File: src/rtl/req_channel_pkg.sv
// req_channel_pkg: FSM encoding and beat field widths shared by the response channel.
package req_channel_pkg;

  typedef enum logic {
    ST_IDLE = 1'b0,
    ST_SEND = 1'b1
  } state_e;

  localparam int CH_ID_W    = 8;
  localparam int BEAT_IDX_W = 16;

  function automatic int beat_w(input int n);
    return (n > 1) ? $clog2(n) : 1;
  endfunction

endpackage

File: src/rtl/req_channel.sv
// req_channel: captures a presented request ID and answers it with a fixed-length AXI-Stream packet.
module req_channel
  import req_channel_pkg::*;
#(
  parameter int REQ_ID_WIDTH = 32,
  parameter int DATA_WIDTH   = 64,
  parameter int RSP_BEATS    = 4,
  parameter int CH_ID        = 0
) (
  input  logic                    clk,
  input  logic                    resetn,
  input  logic                    enable,
  input  logic                    req_id_valid,
  input  logic [REQ_ID_WIDTH-1:0] req_id,
  output logic                    ready,
  output logic [DATA_WIDTH-1:0]   AXIS_TDATA,
  output logic                    AXIS_TVALID,
  output logic                    AXIS_TLAST,
  input  logic                    AXIS_TREADY,
  output logic [31:0]             rsp_count
);

  localparam int BW = beat_w(RSP_BEATS);
  localparam logic [BW-1:0] LAST = BW'(RSP_BEATS - 1);

  state_e                  state_q, state_d;
  logic                    ready_q, ready_d;
  logic                    tvalid_q, tvalid_d;
  logic                    tlast_q, tlast_d;
  logic [BW-1:0]           beat_q, beat_d;
  logic [REQ_ID_WIDTH-1:0] id_q, id_d;
  logic [DATA_WIDTH-1:0]   tdata_q, tdata_d;
  logic [31:0]             rsp_count_q, rsp_count_d;
  logic                    capture, hs, hs_last;
  logic [BEAT_IDX_W-1:0]   next_idx;

  // ready is registered, so capture never loops combinationally through req_id_valid
  assign capture  = (state_q == ST_IDLE) && ready_q && req_id_valid;
  assign hs       = (state_q == ST_SEND) && tvalid_q && AXIS_TREADY;
  assign hs_last  = hs && (beat_q == LAST);
  assign next_idx = BEAT_IDX_W'(beat_q) + BEAT_IDX_W'(1);

  always_comb begin
    state_d     = state_q;
    ready_d     = ready_q;
    tvalid_d    = tvalid_q;
    tlast_d     = tlast_q;
    beat_d      = beat_q;
    id_d        = id_q;
    tdata_d     = tdata_q;
    rsp_count_d = rsp_count_q;
    if (state_q == ST_IDLE) begin
      ready_d = enable && !capture;
      if (capture) begin
        state_d  = ST_SEND;
        id_d     = req_id;
        beat_d   = '0;
        tvalid_d = 1'b1;
        tlast_d  = (RSP_BEATS == 1);
        tdata_d  = DATA_WIDTH'({CH_ID_W'(CH_ID), req_id});
      end
    end else if (hs_last) begin
      state_d     = ST_IDLE;
      ready_d     = enable;
      tvalid_d    = 1'b0;
      tlast_d     = 1'b0;
      tdata_d     = '0;
      rsp_count_d = rsp_count_q + 32'd1;
    end else if (hs) begin
      beat_d  = beat_q + BW'(1);
      tlast_d = (next_idx == BEAT_IDX_W'(RSP_BEATS - 1));
      tdata_d = DATA_WIDTH'({id_q, next_idx});
    end
  end

  always_ff @(posedge clk or negedge resetn) begin
    if (!resetn) begin
      state_q     <= ST_IDLE;
      ready_q     <= 1'b0;
      tvalid_q    <= 1'b0;
      tlast_q     <= 1'b0;
      beat_q      <= '0;
      id_q        <= '0;
      tdata_q     <= '0;
      rsp_count_q <= '0;
    end else begin
      state_q     <= state_d;
      ready_q     <= ready_d;
      tvalid_q    <= tvalid_d;
      tlast_q     <= tlast_d;
      beat_q      <= beat_d;
      id_q        <= id_d;
      tdata_q     <= tdata_d;
      rsp_count_q <= rsp_count_d;
    end
  end

  assign ready       = ready_q;
  assign AXIS_TVALID = tvalid_q;
  assign AXIS_TLAST  = tlast_q;
  assign AXIS_TDATA  = tdata_q;
  assign rsp_count   = rsp_count_q;

endmodule

File: config.mk
export PLATFORM = sky130hd
export DESIGN_NAME = req_channel
export DESIGN_NICKNAME = d
export VERILOG_FILES = /design/src/rtl/req_channel_pkg.sv /design/src/rtl/req_channel.sv
export SDC_FILE = /design/constraint.sdc
export NUM_CORES = 1
export LEC_CHECK = 0
export BUFFER_PORTS_ARGS = -buffer_cell sky130_fd_sc_hd__buf_4
export CAP_MARGIN = 20
export CORE_MARGIN = 4
export CORE_UTILIZATION = 34
export DETAILED_ROUTE_END_ITERATION = 6
export PLACE_DENSITY = 0.53
export SYNTH_ARGS = -nofsm -noshare
export SYNTH_HDL_FRONTEND = slang
export SYNTH_SLANG_ARGS = --single-unit
File: constraint.sdc
create_clock -name clk -period 2.2 [get_ports clk]
set_clock_uncertainty 0.05 [all_clocks]
set_input_delay 0.22 -clock clk [delete_from_list [all_inputs] [get_ports clk]]
set_output_delay 0.22 -clock clk [all_outputs]
set_load 0.02 [all_outputs]
# After elaboration in Yosys (flattened, before gate mapping)
# Cells that the tools add are included.
[totals]
regBits = 134
output_inout_bits = 99
[classes]
n_reduce_logical = 13
n_bitwise = 1
addsub = 3
n_eq_ne = 6
mux = 20
[ops]
columns = ["op", "count"]
rows = [
  ["$mux 64", 4],
  ["$add 32x1->32 const B", 1],
  ["$mux 1", 12],
  ["$mux 2", 4],
  ["$reduce_and 2->1", 4],
  ["$logic_and 1x1->1", 6],
  ["$ne 2x1->1 const B", 2],
  ["$add 2x1->3 const B", 1],
  ["$eq 3x2->1 const B", 1],
  ["$ne 3x1->1 const B", 1],
  ["$reduce_and 3->1", 1],
  ["$add 2x1->2 const B", 1],
  ["$eq 2x2->1 const B", 1],
  ["$ne 2x2->1 const B", 1],
  ["$reduce_bool 2->1", 1],
  ["$logic_not 1->1", 1],
  ["$not 1->1", 1],
]

# Longest topological paths before layout
[logic_depth]
word_depth = 6
ltp_mapped = 7
depth_no_buf = 5

# Worst setup path before layout
# OpenSTA, ideal clock, no wires.
[synth_timing]
path_kind = "register to register"
from = "register rsp_count_q[6] (netlist: rsp_count[6])"
to = "register rsp_count_q[29] (netlist: rsp_count[29])"
stages_incl_launch_ff = 5
arrival_time_ns = 1.698
n_path_buf = 0
synth_period_minus_slack_ns = 1.878
setup_ns = 0.130
setup_slack_ns = 0.322
path_cell_list = "dfrtp_1 > nand4_1 > nor4_1 > nand4_1 > xnor2_1"
[synth_via]
elab_chain_len = 1
[synth_lines]
columns = ["element", "line_no", "source"]
rows = [
  ["from (decl)", "req_channel.sv:33", "logic [31:0] rsp_count_q, rsp_count_d;"],
  ["from (signal assigned)", "req_channel.sv:94", "rsp_count_q <= rsp_count_d;"],
  ["$add 32x1->32", "req_channel.sv:68", "rsp_count_d = rsp_count_q + 32'd1;"],
]
# Every way passes these cells.
# A chain may end at the register's enable or synchronous reset.

# Worst setup path after layout
[layout_timing]
from = "register beat_q[0]"
to = "register rsp_count_q[24] (netlist: rsp_count[24])"
[layout_via]
elab_chain_len = 3
[layout_lines]
columns = ["element", "line_no", "source"]
rows = [
  ["from (decl)", "req_channel.sv:30", "logic [BW-1:0] beat_q, beat_d;"],
  ["from (signal assigned)", "req_channel.sv:91", "beat_q <= beat_d;"],
  ["$eq 2x2->1", "req_channel.sv:40", "assign hs_last = hs && (beat_q == LAST);"],
  ["$logic_and 1x1->1", "req_channel.sv:40", ""],
  ["$reduce_and 2->1 (no source line)", "-", ""],
]
# Every way passes these cells.

==> reports/metrics.yaml <==
port_buffers: 119
p_int_mw: 5.96
postSynth.asyncResetShare_pct: 100
yosys.area_share.xor_xnor_pct: 5.55
cts_htree_levels: 4
num-nets-final: 659
synthAdderAreaFrac_pct: 0.768
place_ws_ns: 0.232
pwr-share-seq_pct: 37.1
cp_num_buf_inv: 0
setup-tns-final_ns: 0
switching_power_mw: 3.02
hold_start: "enable"
layout_setup_ws_ns: 0.203
synth_edf_count: 0
rrSetupSlack_ns: 0.20
crit_path_max_fanout: 10
cts_sinks: 118
place_hpwl_um: 8690
grt_start_max_net_pins: 63
reg2reg_from: "beat_q[0]$_DFFE_PN0P_"
switching_share_pct: 33.6
end_kind: "flop"
grt_antenna_before_repair: 0
final_cells: 811
drtIter0Drc: 305
finalPower_mw: 8.98
tightest_slew_ns: 0.718
vias_per_cell: 4.80
yosysTopAreaCell: "dfrtp_1"
crit_path_cell_trace: "ha_1 -> nand4_2 -> or3_1 -> nor4_2 -> xor2_1"
synthDistinctLibCells: 37
worstSetupStartpoint: "beat_q[0]$_DFFE_PN0P_"
synth_top_area_share_pct: 60.4
setup_violations: 0
whs_ns: 0.0532
cts_setup_buffers: 0
io_pins: 136
arrival_ns: 2.27
cts_buffers: 17
crit_slowest_cell: "or3_1"
num_rows: 43
clk_pin_slew_ns: 0.05
synthTopCellsByArea: "dfrtp_1 60%, nand2_1 11%, a22o_1 3.2%"
cts_root_buffer: "clkbuf_16"
syn_inst: 462
num_vias: 3894
clkPwrFrac_pct: 31.7
worst_setup_path_start_kind: "flop"
routedWlPerCell_um: 15.9
slew_headroom_pct: 52.2
drc: 0
dpl.cell_count: 749
leakage_nw: 3.63
dieArea_um2: 16400
dpl_cell_area_um2: 6020
syn-cell-area_um2: 4890
place_congestion: 0.833
hold_violations: 0
cts.repair.resized: 0
wl_um: 12900
ys_seq_elements: 118
synthSimpleGateAreaFrac_pct: 19.6
insertion_delay_ns: 0.41
p_comb_share_pct: 31.1
rsz0062_at_grt: "false"
drv_slew: 0
fp.dieW_um: 128
ant_nets: 0
hp-class: "in -> reg"
die_h_um: 128
fmax_mhz: 501
path_delay_family: "simple AND/OR/NAND/NOR gates"
power_density_nw_per_um2: 1290
utilization_pct: 49.6
grtUsageTotal_pct: 16.6
synth_compound_area_share_pct: 7.11
ir_drop_mv: 0.774
cap_violations: 0
post-route-min-period_ns: 2.00
core_area_um2: 14000
ys_warn_count: 0
muxShareOfSynthArea_pct: 0.896
grt_pass1_wl_um: 21300
drive_above_1_share_pct: 27.6
avgSynthCellArea_um2: 10.6
firstDrtPassIters: 6
crit_type: "reg -> reg"
synthToLayoutAreaGrowth_pct: 42.0
worst_path_largest_cell_delay_ns: 0.60
ys_seq_area_share_pct: 60.4
design_area_um2: 6940
grt_pass1_vias: 4070
synth_top_family_by_area: "simple AND/OR/NAND/NOR gates"
synth-main-ff-cell: "dfrtp_1"
cts_tree: "yes"
diodes: 0
finalCritPeriodShare_pct: 90.8
clockBufferDepth: 2
overflow: 0
start_util_pct: 35.0
outcome: "complete, no violations"
critPathRequiredTime_ns: 2.48
## layer usage
metal | share of wire (%) | wire, um | GRT usage [%] | up-vias
li1 | - | - | - | 1845
met1 | 44 | 5680 | 21.5 | 1896
met2 | 46 | 5870 | 25.2 | 132
met3 | 8.5 | 1090 | 6.46 | 21
met4 | 1.9 | 245 | 6.05 | 0
met5 | 0 | 0 | 0 | -
## cell usage after synthesis (2+ instances only)
master and instances:
a222oi_1 14, dfrtp_1 118, xor2_1 13, buf_2 2, nor2_1 9, ha_1 3, o21ai_0 4, nand2_1 144
nor3_1 7, and2_1 2, xnor2_1 18, and4_1 5, mux2_2 3, inv_1 16, nor2b_1 3, nor4_2 3
and3_1 3, a21oi_1 2, a22o_1 18, clkbuf_1 21, nand4_1 16, buf_4 16, a31oi_1 2, nand3_1 7
## worst min-delay path: stages
cell and delay, ns:
buf_4 0.12, nor2_1 0.09, nor3_1 0.05
## state kept, by name, summed over array words and instances, names as in the netlist
name / flops
beat_q: 2
id_q: 32
ready: 1
rsp_count: 32
AXIS_TLAST: 1
AXIS_TVALID: 1
AXIS_TDATA: 48
state_q: 1
## placed cells by master, fill, tap and decap left out, types with 2 or more instances in the layout
cell type,instances
nand2_1,144
buf_4,128
dfrtp_1,118
dlygate4sd3_1,31
xnor2_1,18
a22o_1,18
clkbuf_16,17
inv_1,16
nand4_1,16
conb_1,16
a222oi_1,14
xor2_1,13
nor2_1,9
nand3_1,7
nor3_1,7
and4_1,5
clkinvlp_4,5
o21ai_0,4
buf_12,4
nor2b_1,3
mux2_2,3
and3_1,3
nor4_2,3
ha_1,3
clkbuf_8,3
bufinv_16,3
a21oi_1,2
and2_1,2
clkinv_4,2
## final timing paths
path	to	cells after the start
worst min register to register	AXIS_TDATA[10]$_DFFE_PN0P_	2
worst max register to register	rsp_count[24]$_DFFE_PN0P_	5
max in group asynchronous	id_q[3]$_DFFE_PN0P_	3
min in group asynchronous	rsp_count[12]$_DFFE_PN0P_	2
worst min-delay path	ready$_DFFE_PN0P_	3
worst max-delay path	rsp_count[24]$_DFFE_PN0P_	5
## cell families after synthesis
family,after synthesis
multiplexers,4
AO/OA/AOI/OAI,41
flip-flops,118
XOR/XNOR,31
buffers and inverters,56
other,1
AND/OR/NAND/NOR,208
adder cells (fa/ha/maj),3
## final cells by class
class / instances / area [um2]
clock inverter: 11 / 150
tap: 180 / 225
clock buffer: 20 / 467
timing repair buffer: 163 / 1350
multi-input combinational: 303 / 1740
sequential: 118 / 2950
fill: 1257 / 7050
inverter: 16 / 60.1
## power groups by stage
stage,Clock (mW),Combinational [mW],Sequential [mW]
floorplan,0,1.12,3.77
global placement,0,2.75,3.33
detailed placement,0,2.79,3.35
CTS,2.91,2.84,3.34
global route,3.03,3.09,3.43
finish,2.85,2.80,3.33
## what timing repair did
action,CTS,global route
endpoints found under the hold margin,172,0
hold buffers,31,0
endpoints found under the setup margin,0,0
Power figures use the tool's default switching activity.
